<file path="src/rtl/fc_neuron_seq.sv">
// Sequential fully-connected classifier neuron: one signed MAC per cycle, per-class saturation, argmax.
// Optional build macro FC_NEURON_RELU_EN clamps every saturated score to >= 0 before storage and argmax.
module fc_neuron_seq #(
  parameter  int DATA_W         = 8,
  parameter  int NUM_KERNELS    = 2,
  parameter  int PIX_PER_KERNEL = 4,
  parameter  int NUM_CLASSES    = 4,
  localparam int NUM_IN         = NUM_KERNELS * PIX_PER_KERNEL,
  localparam int CLS_W          = (NUM_CLASSES > 1) ? $clog2(NUM_CLASSES) : 1
) (
  input  logic                          clk,
  input  logic                          rst_n,
  input  logic                          w_wr_en,
  input  logic [CLS_W-1:0]              w_wr_class,
  input  logic [NUM_IN*DATA_W-1:0]      w_wr_data,
  input  logic                          in_valid,
  output logic                          in_ready,
  input  logic [NUM_IN*DATA_W-1:0]      pix_in,
  output logic                          out_valid,
  input  logic                          out_ready,
  output logic [CLS_W-1:0]              class_idx,
  output logic [NUM_CLASSES*DATA_W-1:0] score_vec
);

  localparam int IDX_W  = (NUM_IN > 1) ? $clog2(NUM_IN) : 1;
  localparam int PROD_W = 2 * DATA_W;
  localparam int ACC_W  = PROD_W + IDX_W;

  typedef enum logic [1:0] {
    S_IDLE  = 2'd0,
    S_MAC   = 2'd1,
    S_FINAL = 2'd2,
    S_DONE  = 2'd3
  } state_t;

  state_t                     r_state;
  state_t                     w_state_nxt;
  logic signed [DATA_W-1:0]   r_w     [NUM_CLASSES][NUM_IN];
  logic signed [DATA_W-1:0]   r_pix   [NUM_IN];
  logic signed [DATA_W-1:0]   r_score [NUM_CLASSES];
  logic [CLS_W-1:0]           r_cls;
  logic [IDX_W-1:0]           r_elem;
  logic signed [ACC_W-1:0]    r_acc;
  logic                       r_in_ready;
  logic                       r_out_valid;
  logic [CLS_W-1:0]           r_class_idx;
  logic [NUM_CLASSES*DATA_W-1:0] r_score_vec;

  logic                       w_accept;
  logic                       w_wr_ok;
  logic                       w_last_elem;
  logic                       w_last_cls;
  logic signed [DATA_W-1:0]   w_pix_cur;
  logic signed [DATA_W-1:0]   w_wt_cur;
  logic signed [PROD_W-1:0]   w_pix_ext;
  logic signed [PROD_W-1:0]   w_wt_ext;
  logic signed [PROD_W-1:0]   w_prod;
  logic signed [ACC_W-1:0]    w_sum;
  logic signed [DATA_W-1:0]   w_sat;
  logic signed [DATA_W-1:0]   w_best_val;
  logic [CLS_W-1:0]           w_best_idx;

  // Clamp a wide accumulator to the signed DATA_W score range (and to >= 0 when ReLU is built in).
  function automatic logic signed [DATA_W-1:0] sat_score(input logic signed [ACC_W-1:0] v);
    logic signed [ACC_W-1:0]  hi;
    logic signed [ACC_W-1:0]  lo;
    logic signed [DATA_W-1:0] s;
    hi = {{(ACC_W-DATA_W+1){1'b0}}, {(DATA_W-1){1'b1}}};
    lo = {{(ACC_W-DATA_W+1){1'b1}}, {(DATA_W-1){1'b0}}};
    if (v > hi) begin
      s = {1'b0, {(DATA_W-1){1'b1}}};
    end else if (v < lo) begin
      s = {1'b1, {(DATA_W-1){1'b0}}};
    end else begin
      s = v[DATA_W-1:0];
    end
`ifdef FC_NEURON_RELU_EN
    if (s[DATA_W-1]) begin
      s = {DATA_W{1'b0}};
    end else begin
      s = s;
    end
`endif
    return s;
  endfunction

  assign w_accept    = in_valid && r_in_ready;
  assign w_wr_ok     = w_wr_en && (r_state == S_IDLE);
  assign w_last_elem = (r_elem == IDX_W'(NUM_IN - 1));
  assign w_last_cls  = (r_cls == CLS_W'(NUM_CLASSES - 1));
  assign w_pix_cur   = r_pix[r_elem];
  assign w_wt_cur    = r_w[r_cls][r_elem];
  assign w_pix_ext   = {{DATA_W{w_pix_cur[DATA_W-1]}}, w_pix_cur};
  assign w_wt_ext    = {{DATA_W{w_wt_cur[DATA_W-1]}}, w_wt_cur};
  assign w_prod      = w_pix_ext * w_wt_ext;
  assign w_sum       = r_acc + {{(ACC_W-PROD_W){w_prod[PROD_W-1]}}, w_prod};
  assign w_sat       = sat_score(w_sum);

  assign in_ready  = r_in_ready;
  assign out_valid = r_out_valid;
  assign class_idx = r_class_idx;
  assign score_vec = r_score_vec;

  always_comb begin
    w_state_nxt = r_state;
    case (r_state)
      S_IDLE: begin
        if (w_accept) w_state_nxt = S_MAC;
        else          w_state_nxt = S_IDLE;
      end
      S_MAC: begin
        if (w_last_elem && w_last_cls) w_state_nxt = S_FINAL;
        else                           w_state_nxt = S_MAC;
      end
      S_FINAL: w_state_nxt = S_DONE;
      S_DONE: begin
        if (out_ready) w_state_nxt = S_IDLE;
        else           w_state_nxt = S_DONE;
      end
      default: w_state_nxt = S_IDLE;
    endcase
  end

  // Strictly-greater scan keeps the lowest index on ties.
  always_comb begin
    w_best_val = r_score[0];
    w_best_idx = {CLS_W{1'b0}};
    for (int c = 1; c < NUM_CLASSES; c++) begin
      if (r_score[c] > w_best_val) begin
        w_best_val = r_score[c];
        w_best_idx = CLS_W'(c);
      end else begin
        w_best_val = w_best_val;
      end
    end
  end

  always_ff @(posedge clk or negedge rst_n) begin
    if (!rst_n) begin
      r_state     <= S_IDLE;
      r_in_ready  <= 1'b1;
      r_out_valid <= 1'b0;
    end else begin
      r_state     <= w_state_nxt;
      r_in_ready  <= (w_state_nxt == S_IDLE);
      r_out_valid <= (w_state_nxt == S_DONE);
    end
  end

  always_ff @(posedge clk or negedge rst_n) begin
    if (!rst_n) begin
      for (int c = 0; c < NUM_CLASSES; c++) begin
        for (int i = 0; i < NUM_IN; i++) r_w[c][i] <= {DATA_W{1'b0}};
        r_score[c] <= {DATA_W{1'b0}};
      end
      for (int i = 0; i < NUM_IN; i++) r_pix[i] <= {DATA_W{1'b0}};
      r_cls       <= {CLS_W{1'b0}};
      r_elem      <= {IDX_W{1'b0}};
      r_acc       <= {ACC_W{1'b0}};
      r_class_idx <= {CLS_W{1'b0}};
      r_score_vec <= {(NUM_CLASSES*DATA_W){1'b0}};
    end else begin
      if (w_wr_ok) begin
        for (int i = 0; i < NUM_IN; i++) r_w[w_wr_class][i] <= w_wr_data[i*DATA_W +: DATA_W];
      end
      case (r_state)
        S_IDLE: begin
          if (w_accept) begin
            for (int i = 0; i < NUM_IN; i++) r_pix[i] <= pix_in[i*DATA_W +: DATA_W];
            r_cls  <= {CLS_W{1'b0}};
            r_elem <= {IDX_W{1'b0}};
            r_acc  <= {ACC_W{1'b0}};
          end
        end
        S_MAC: begin
          if (w_last_elem) begin
            r_score[r_cls] <= w_sat;
            r_acc          <= {ACC_W{1'b0}};
            r_elem         <= {IDX_W{1'b0}};
            r_cls          <= w_last_cls ? {CLS_W{1'b0}} : (r_cls + CLS_W'(1'b1));
          end else begin
            r_acc  <= w_sum;
            r_elem <= r_elem + IDX_W'(1'b1);
          end
        end
        S_FINAL: begin
          r_class_idx <= w_best_idx;
          for (int c = 0; c < NUM_CLASSES; c++) r_score_vec[c*DATA_W +: DATA_W] <= r_score[c];
        end
        S_DONE: begin
          r_cls <= r_cls;
        end
        default: begin
          r_cls <= {CLS_W{1'b0}};
        end
      endcase
    end
  end

endmodule

</file>
<file path="config.mk">
export PLATFORM = sky130hd
export DESIGN_NAME = fc_neuron_seq
export DESIGN_NICKNAME = d
export VERILOG_FILES = /design/src/rtl/fc_neuron_seq.sv
export SDC_FILE = /design/constraint.sdc
export NUM_CORES = 1
export LEC_CHECK = 0
export CORE_ASPECT_RATIO = 1.25
export CORE_UTILIZATION = 59
export DETAILED_ROUTE_END_ITERATION = 6
export MAX_ROUTING_LAYER = met4
export PLACE_DENSITY_LB_ADDON = 0.2
export REMOVE_ABC_BUFFERS = 1
export SLEW_MARGIN = 40
export SYNTH_ARGS = -nofsm -noshare
export SYNTH_HDL_FRONTEND = slang
export SYNTH_SLANG_ARGS = --single-unit
</file>
<file path="constraint.sdc">
create_clock -name clk -period 11.38 [get_ports clk]
set_clock_uncertainty 0.2 [all_clocks]
set_input_delay 1.138 -clock clk [delete_from_list [all_inputs] [get_ports clk]]
set_output_delay 1.138 -clock clk [all_outputs]
set_load 0.005 [all_outputs]
</file>
==> results.cfg, run 1 <==
[run_status]
status = complete, no violations

[die]
die-area_um2 = 38390
fp-row-count = 79
coreArea_um2 = 37170
ios = 171
initial_core_util_pct = 59.70
dieHeight_um = 218.8
dieWidth_um = 175.4

[global_routing]
global_route.usage.met3_pct = 3.863
grt-ovfl-total = 0
grt_max_degree = 137
grt_pass1_vias = 15353
grt_usage_pct = 27.17
antenna_found_initial = 1
use_met1_pct = 32.98
grt_pass1_wl_um = 79390
grt_busiest_layer = met2
grt_use_met2_pct = 46.87

[drt]
drtPass1Iterations = 5
vias = 14359
wl_per_cell_um = 19.67
antenna_left = 0
drt_iter0_drc = 1032
drt-total-wl_um = 48450
drc_errors = 0
viasPerCell = 5.830

[synth]
synth_area_per_cell_um2 = 12.35
synth_edf_count = 0
synth_top_area_share_pct = 46.58
ys_seq_elements = 414
synth_common_cells = 413 x dfrtp_1, 283 x mux2_2, 253 x nand2_1
synthCells = 1797
yosys_warnings = 0
yosysMostFrequentCell = dfrtp_1
synth_top_area_cell = dfrtp_1
synth_cell_types = 64
syn_area_um2 = 22190
synth_flop_cell = dfrtp_1
async_reset_ff_share_pct = 100.0
ys_top_cells_by_area = dfrtp_1 47%, mux2_2 14%, mux4_2 9.7%
yosysSeqAreaShare_pct = 46.70

[cts]
cts-htree-levels = 2
cts_max_path_buffers = 3
holdBufCountCts = 0
path_clk_slew_ps = 60
cts_sinks = 414
clkLatencyLatePin_ps = 560
cts_tree = built
post_cts_buffers = 0
postCtsResizedCells = 0
cts_buffers = 41
cts_root_buf = clkbuf_16

[sta]
tightest_slew_ps = 864.5
timing.final.crit_share_pct = 85.08
relSlewSlack_pct = 40.72
rsz0062_at_grt = false
hold_viol_final = 0
layout_min_cycle_time_ps = 9682
fin_setup_tns_ps = 0
max_freq_ghz = 0.1033
final_max_slew_viol_count = 0
finalSetupViolCount = 0

[final_layout]
fin_nets = 2215
fillerInstances = 2673
drive_gt1_share_pct = 25.71
synthToLayoutAreaGrowth_pct = 16.58

[setup_path]
path_class = reg -> reg
crit_fanout = 28
worst-r2r-setup-slack_ps = 1700
end_kind = register
critPathLaunchType = register
crit_required_ps = 11600
critPathArrivalTime_ps = 9910

[placed_design]
hpwl_um = 33410
place_congestion = 0.8939
place.port_buffers = 170

[run]
drv_cap = 0

[hold_path]
hold_path_class = reg -> reg
## critical path: stages, from the launching register on
cell	delay, ps
dfrtp_4	780
buf_4	410
mux4_2	550
mux4_2	490
mux2i_1	670
or2_2	300
fa_1	550
fa_1	600
fa_1	450
fa_1	540
inv_1	40
ha_1	350
nand2_1	80
nor3_1	230
a21oi_1	170
a2111oi_0	560
a311oi_2	190
ha_1	400
a21boi_0	160
a21boi_0	340
nor3_1	90
a211oi_1	390
nand4_1	210
o31ai_4	420
and2_4	270
a21oi_1	70
## cell type report
type / count / area [um^2] / share of cell area (%)
multi-input combinational: 1179 / 11060 / 42.78
sequential: 414 / 10370 / 40.10
timing repair buffer: 193 / 1963 / 7.590
clock buffer: 63 / 1230 / 4.755
tap: 486 / 608.1 / 2.351
inverter: 117 / 439.2 / 1.698
clock inverter: 10 / 186.4 / 0.7208
antenna: 1 / 2.502 / 0.009675
## flip-flops by register name, summed over array words and instances (netlist names)
signal,cells
r_pix,64
r_acc,19
in_ready,1
score_vec,32
r_w,256
r_elem,3
out_valid,1
r_score,32
class_idx,2
r_state,2
r_cls,2
## per-stage QoR
step	worst slack, ps	cells	hold WS, ps	utilization, %	cell area, um^2
floorplan	1097	1710	240.3	-	21820
global placement	1827	2386	252.9	65.50	24340
detailed placement	1703	2387	258.9	65.63	24390
CTS	1632	2460	275.1	69.45	25810
global route	1045	2463	290.3	69.59	25860
finish	1698	2463	272.2	69.59	25860
## placed cells by master (no fill, tap or decap), types with 42 or more instances in the layout
cell | Yosys | routed
a21oi_1 | 51 | 51
clkbuf_16 | 0 | 42
clkdlybuf4s50_1 | 0 | 169
dfrtp_1 | 413 | 409
fa_1 | 56 | 56
ha_1 | 78 | 78
inv_1 | 117 | 117
mux2_2 | 283 | 283
mux4_2 | 96 | 96
nand2_1 | 253 | 252
nor2_1 | 87 | 87
o21ai_0 | 44 | 44
## layer usage
layer / up-vias / routed length [um] / part of all wire (%)
met1: 7361 / 19530 / 40
met5: - / 0 / 0
met3: 93 / 2038 / 4.2
met2: 325 / 25650 / 53
li1: 6580 / - / -
met4: 0 / 1231 / 2.5
## kinds of logic (layout without fill, tap and decap cells)
logic type / Yosys count / in the layout / share of synthesized area (%)
fa+ha+maj: 134 / 134 / 9.452
buf+inv: 204 / 383 / 3.615
xor+xnor: 23 / 23 / 1.015
other cells: 0 / 1 / 0
mux: 405 / 405 / 25.30
simple gates: 433 / 433 / 8.392
flops: 414 / 414 / 46.70
compound gates: 184 / 184 / 5.521
## path summary, 6_finish.rpt
| check | start | end | depth (start not counted) |
|---|---|---|---|
| worst max register to register | r_cls[0] | r_score[14] | 25 |
| max in group asynchronous | rst_n | r_w[183] | 3 |
| worst min register to register | r_pix[15] | r_pix[15] | 2 |
| worst max-delay path | r_cls[0] | r_score[14] | 25 |
| worst min-delay path | r_pix[15] | r_pix[15] | 2 |
| min in group asynchronous | rst_n | class_idx[1] | 1 |
Power of run 1 is not shown: default switching activity piles up to over one toggle a cycle in this logic, so the estimate is an artifact.
==> run 2: changes to the inputs <==
Settings changed: CORE_UTILIZATION 59 to 54, CTS_CLUSTER_SIZE from default to 10.
Clock period 11.38 ns to 8.9 ns, I/O delays scaled along.
==> results.cfg, run 2 (synthesis results as in run 1) <==
[final_layout]
reg_top3 = r_w: 256 flops, r_pix: 64 flops
final_common_cell = dfrtp_1
fin_area_um2 = 26620
largest_reg_flops = 256
fillerInstances = 3020
synthToLayoutAreaGrowth_pct = 19.97
stdcell_count = 2570
final_cell_mix = 409 x dfrtp_1, 282 x mux2_2, 252 x nand2_1
fin_nets = 2276
top_register = r_w
drive_gt1_share_pct = 28.72

[setup_path]
reg2reg_depth = 32
slowest_stage = dfrtp_4
path_class = reg -> reg
critPathLaunchType = register
cpPeakStageDelay_ps = 540
crit_required_ps = 9160
crit_fanout = 8
critPathArrivalTime_ps = 8930
end_kind = register

[die]
initial_core_util_pct = 55.02
coreArea_um2 = 40320
dieWidth_um = 183.3
ios = 171
die-area_um2 = 41900
fp-row-count = 82
dieHeight_um = 228.6

[sta]
relSlewSlack_pct = 48.61
finalSetupViolCount = 0
hold_viol_final = 0
final_max_slew_viol_count = 0
timing.final.crit_share_pct = 97.46
max_freq_ghz = 0.1153
tightest_slew_ps = 770.8
layout_min_cycle_time_ps = 8674
fin_setup_tns_ps = 0
fin_ws_ps = 226.5

[global_routing]
grt_pass1_wl_um = 81580
grt_max_degree = 102
grt-ovfl-total = 0
antenna_found_initial = 1
grt_usage_pct = 25.45
grt_pass1_vias = 15496

[drt]
antenna_left = 0
drt-total-wl_um = 50170
vias = 14592
drc_errors = 0
viasPerCell = 5.678
drt_iter0_drc = 862
wl_per_cell_um = 19.52
drtPass1Iterations = 5

[hold_path]
hold_path_class = in -> async

[cts]
clkLatencyLatePin_ps = 580
cts-htree-levels = 2
cts_root_buf = clkbuf_16
holdBufCountCts = 0
cts_tree = built
cts_sinks = 414
cts_max_path_buffers = 3
path_clk_slew_ps = 60
cts_buffers = 48

[placed_design]
post_dp_cell_area_um2 = 24770
place_congestion = 0.9021
place.port_buffers = 170
hpwl_um = 33670
dp.cells = 2476
place_ws_ps = -57.65

[run]
drv_cap = 0

[run_status]
status = complete, no violations
==> run 2: area by class of cell <==
type / count / area, um^2 / share of cell area [%]
Timing Repair Buffer: 247 / 2535 / 9.524
Tap cell: 546 / 683.2 / 2.567
Sequential cell: 414 / 10370 / 38.96
Clock inverter: 3 / 80.08 / 0.3009
Multi-Input combinational cell: 1179 / 11210 / 42.11
Antenna cell: 1 / 2.502 / 0.009402
Inverter: 117 / 439.2 / 1.650
Clock buffer: 63 / 1299 / 4.879
==> run 2: path summary, 6_finish.rpt <==
| check | startpoint | endpoint | slack (ps) |
|---|---|---|---|
| max in group asynchronous | rst_n | r_w[238] | 6980 |
| min reg2reg | r_pix[46] | r_pix[46] | 270 |
| min in group clk | r_pix[46] | r_pix[46] | 270 |
| max reg2reg | r_cls[0] | r_score[24] | 230 |
| max | r_cls[0] | r_score[24] | 230 |
| min | rst_n | class_idx[0] | 110 |
==> run 2: repair_timing <==
action,4_1_cts,5_1_grt
pin swaps,1,8
resized for setup,4,30
setup endpoints to repair,20,28
buffers inserted,1,21
cloned,0,3
==> run 2: worst max-delay path: cells and delay by family (launching register included) <==
kind	cells	cell delay (ps)
buffers and inverters	8	920
XOR/XNOR	2	540
multiplexers	3	1140
flip-flops	1	540
AO/OA/AOI/OAI	8	1380
adder cells (fa/ha/maj)	6	2770
AND/OR/NAND/NOR	5	1040
==> run 2: stage by stage <==
step | hold WS (ps) | utilization, %
6_report | 108.3 | 66.01
2_1_floorplan | 240.3 | -
4_1_cts | 129.1 | 64.94
5_1_grt | 165.8 | 66.01
3_3_place_gp | 253.7 | 61.29
3_5_place_dp | 258.9 | 61.42
==> run 2: per-layer routing <==
layer	vias up	GRT usage (%)	routed length [um]
met3	69	3.059	1527
met5	-	-	0
li1	6691	-	-
met4	0	7.656	847
met1	7569	31.59	21290
met2	263	43.58	26510
Power of run 2 is left out for the same reason.
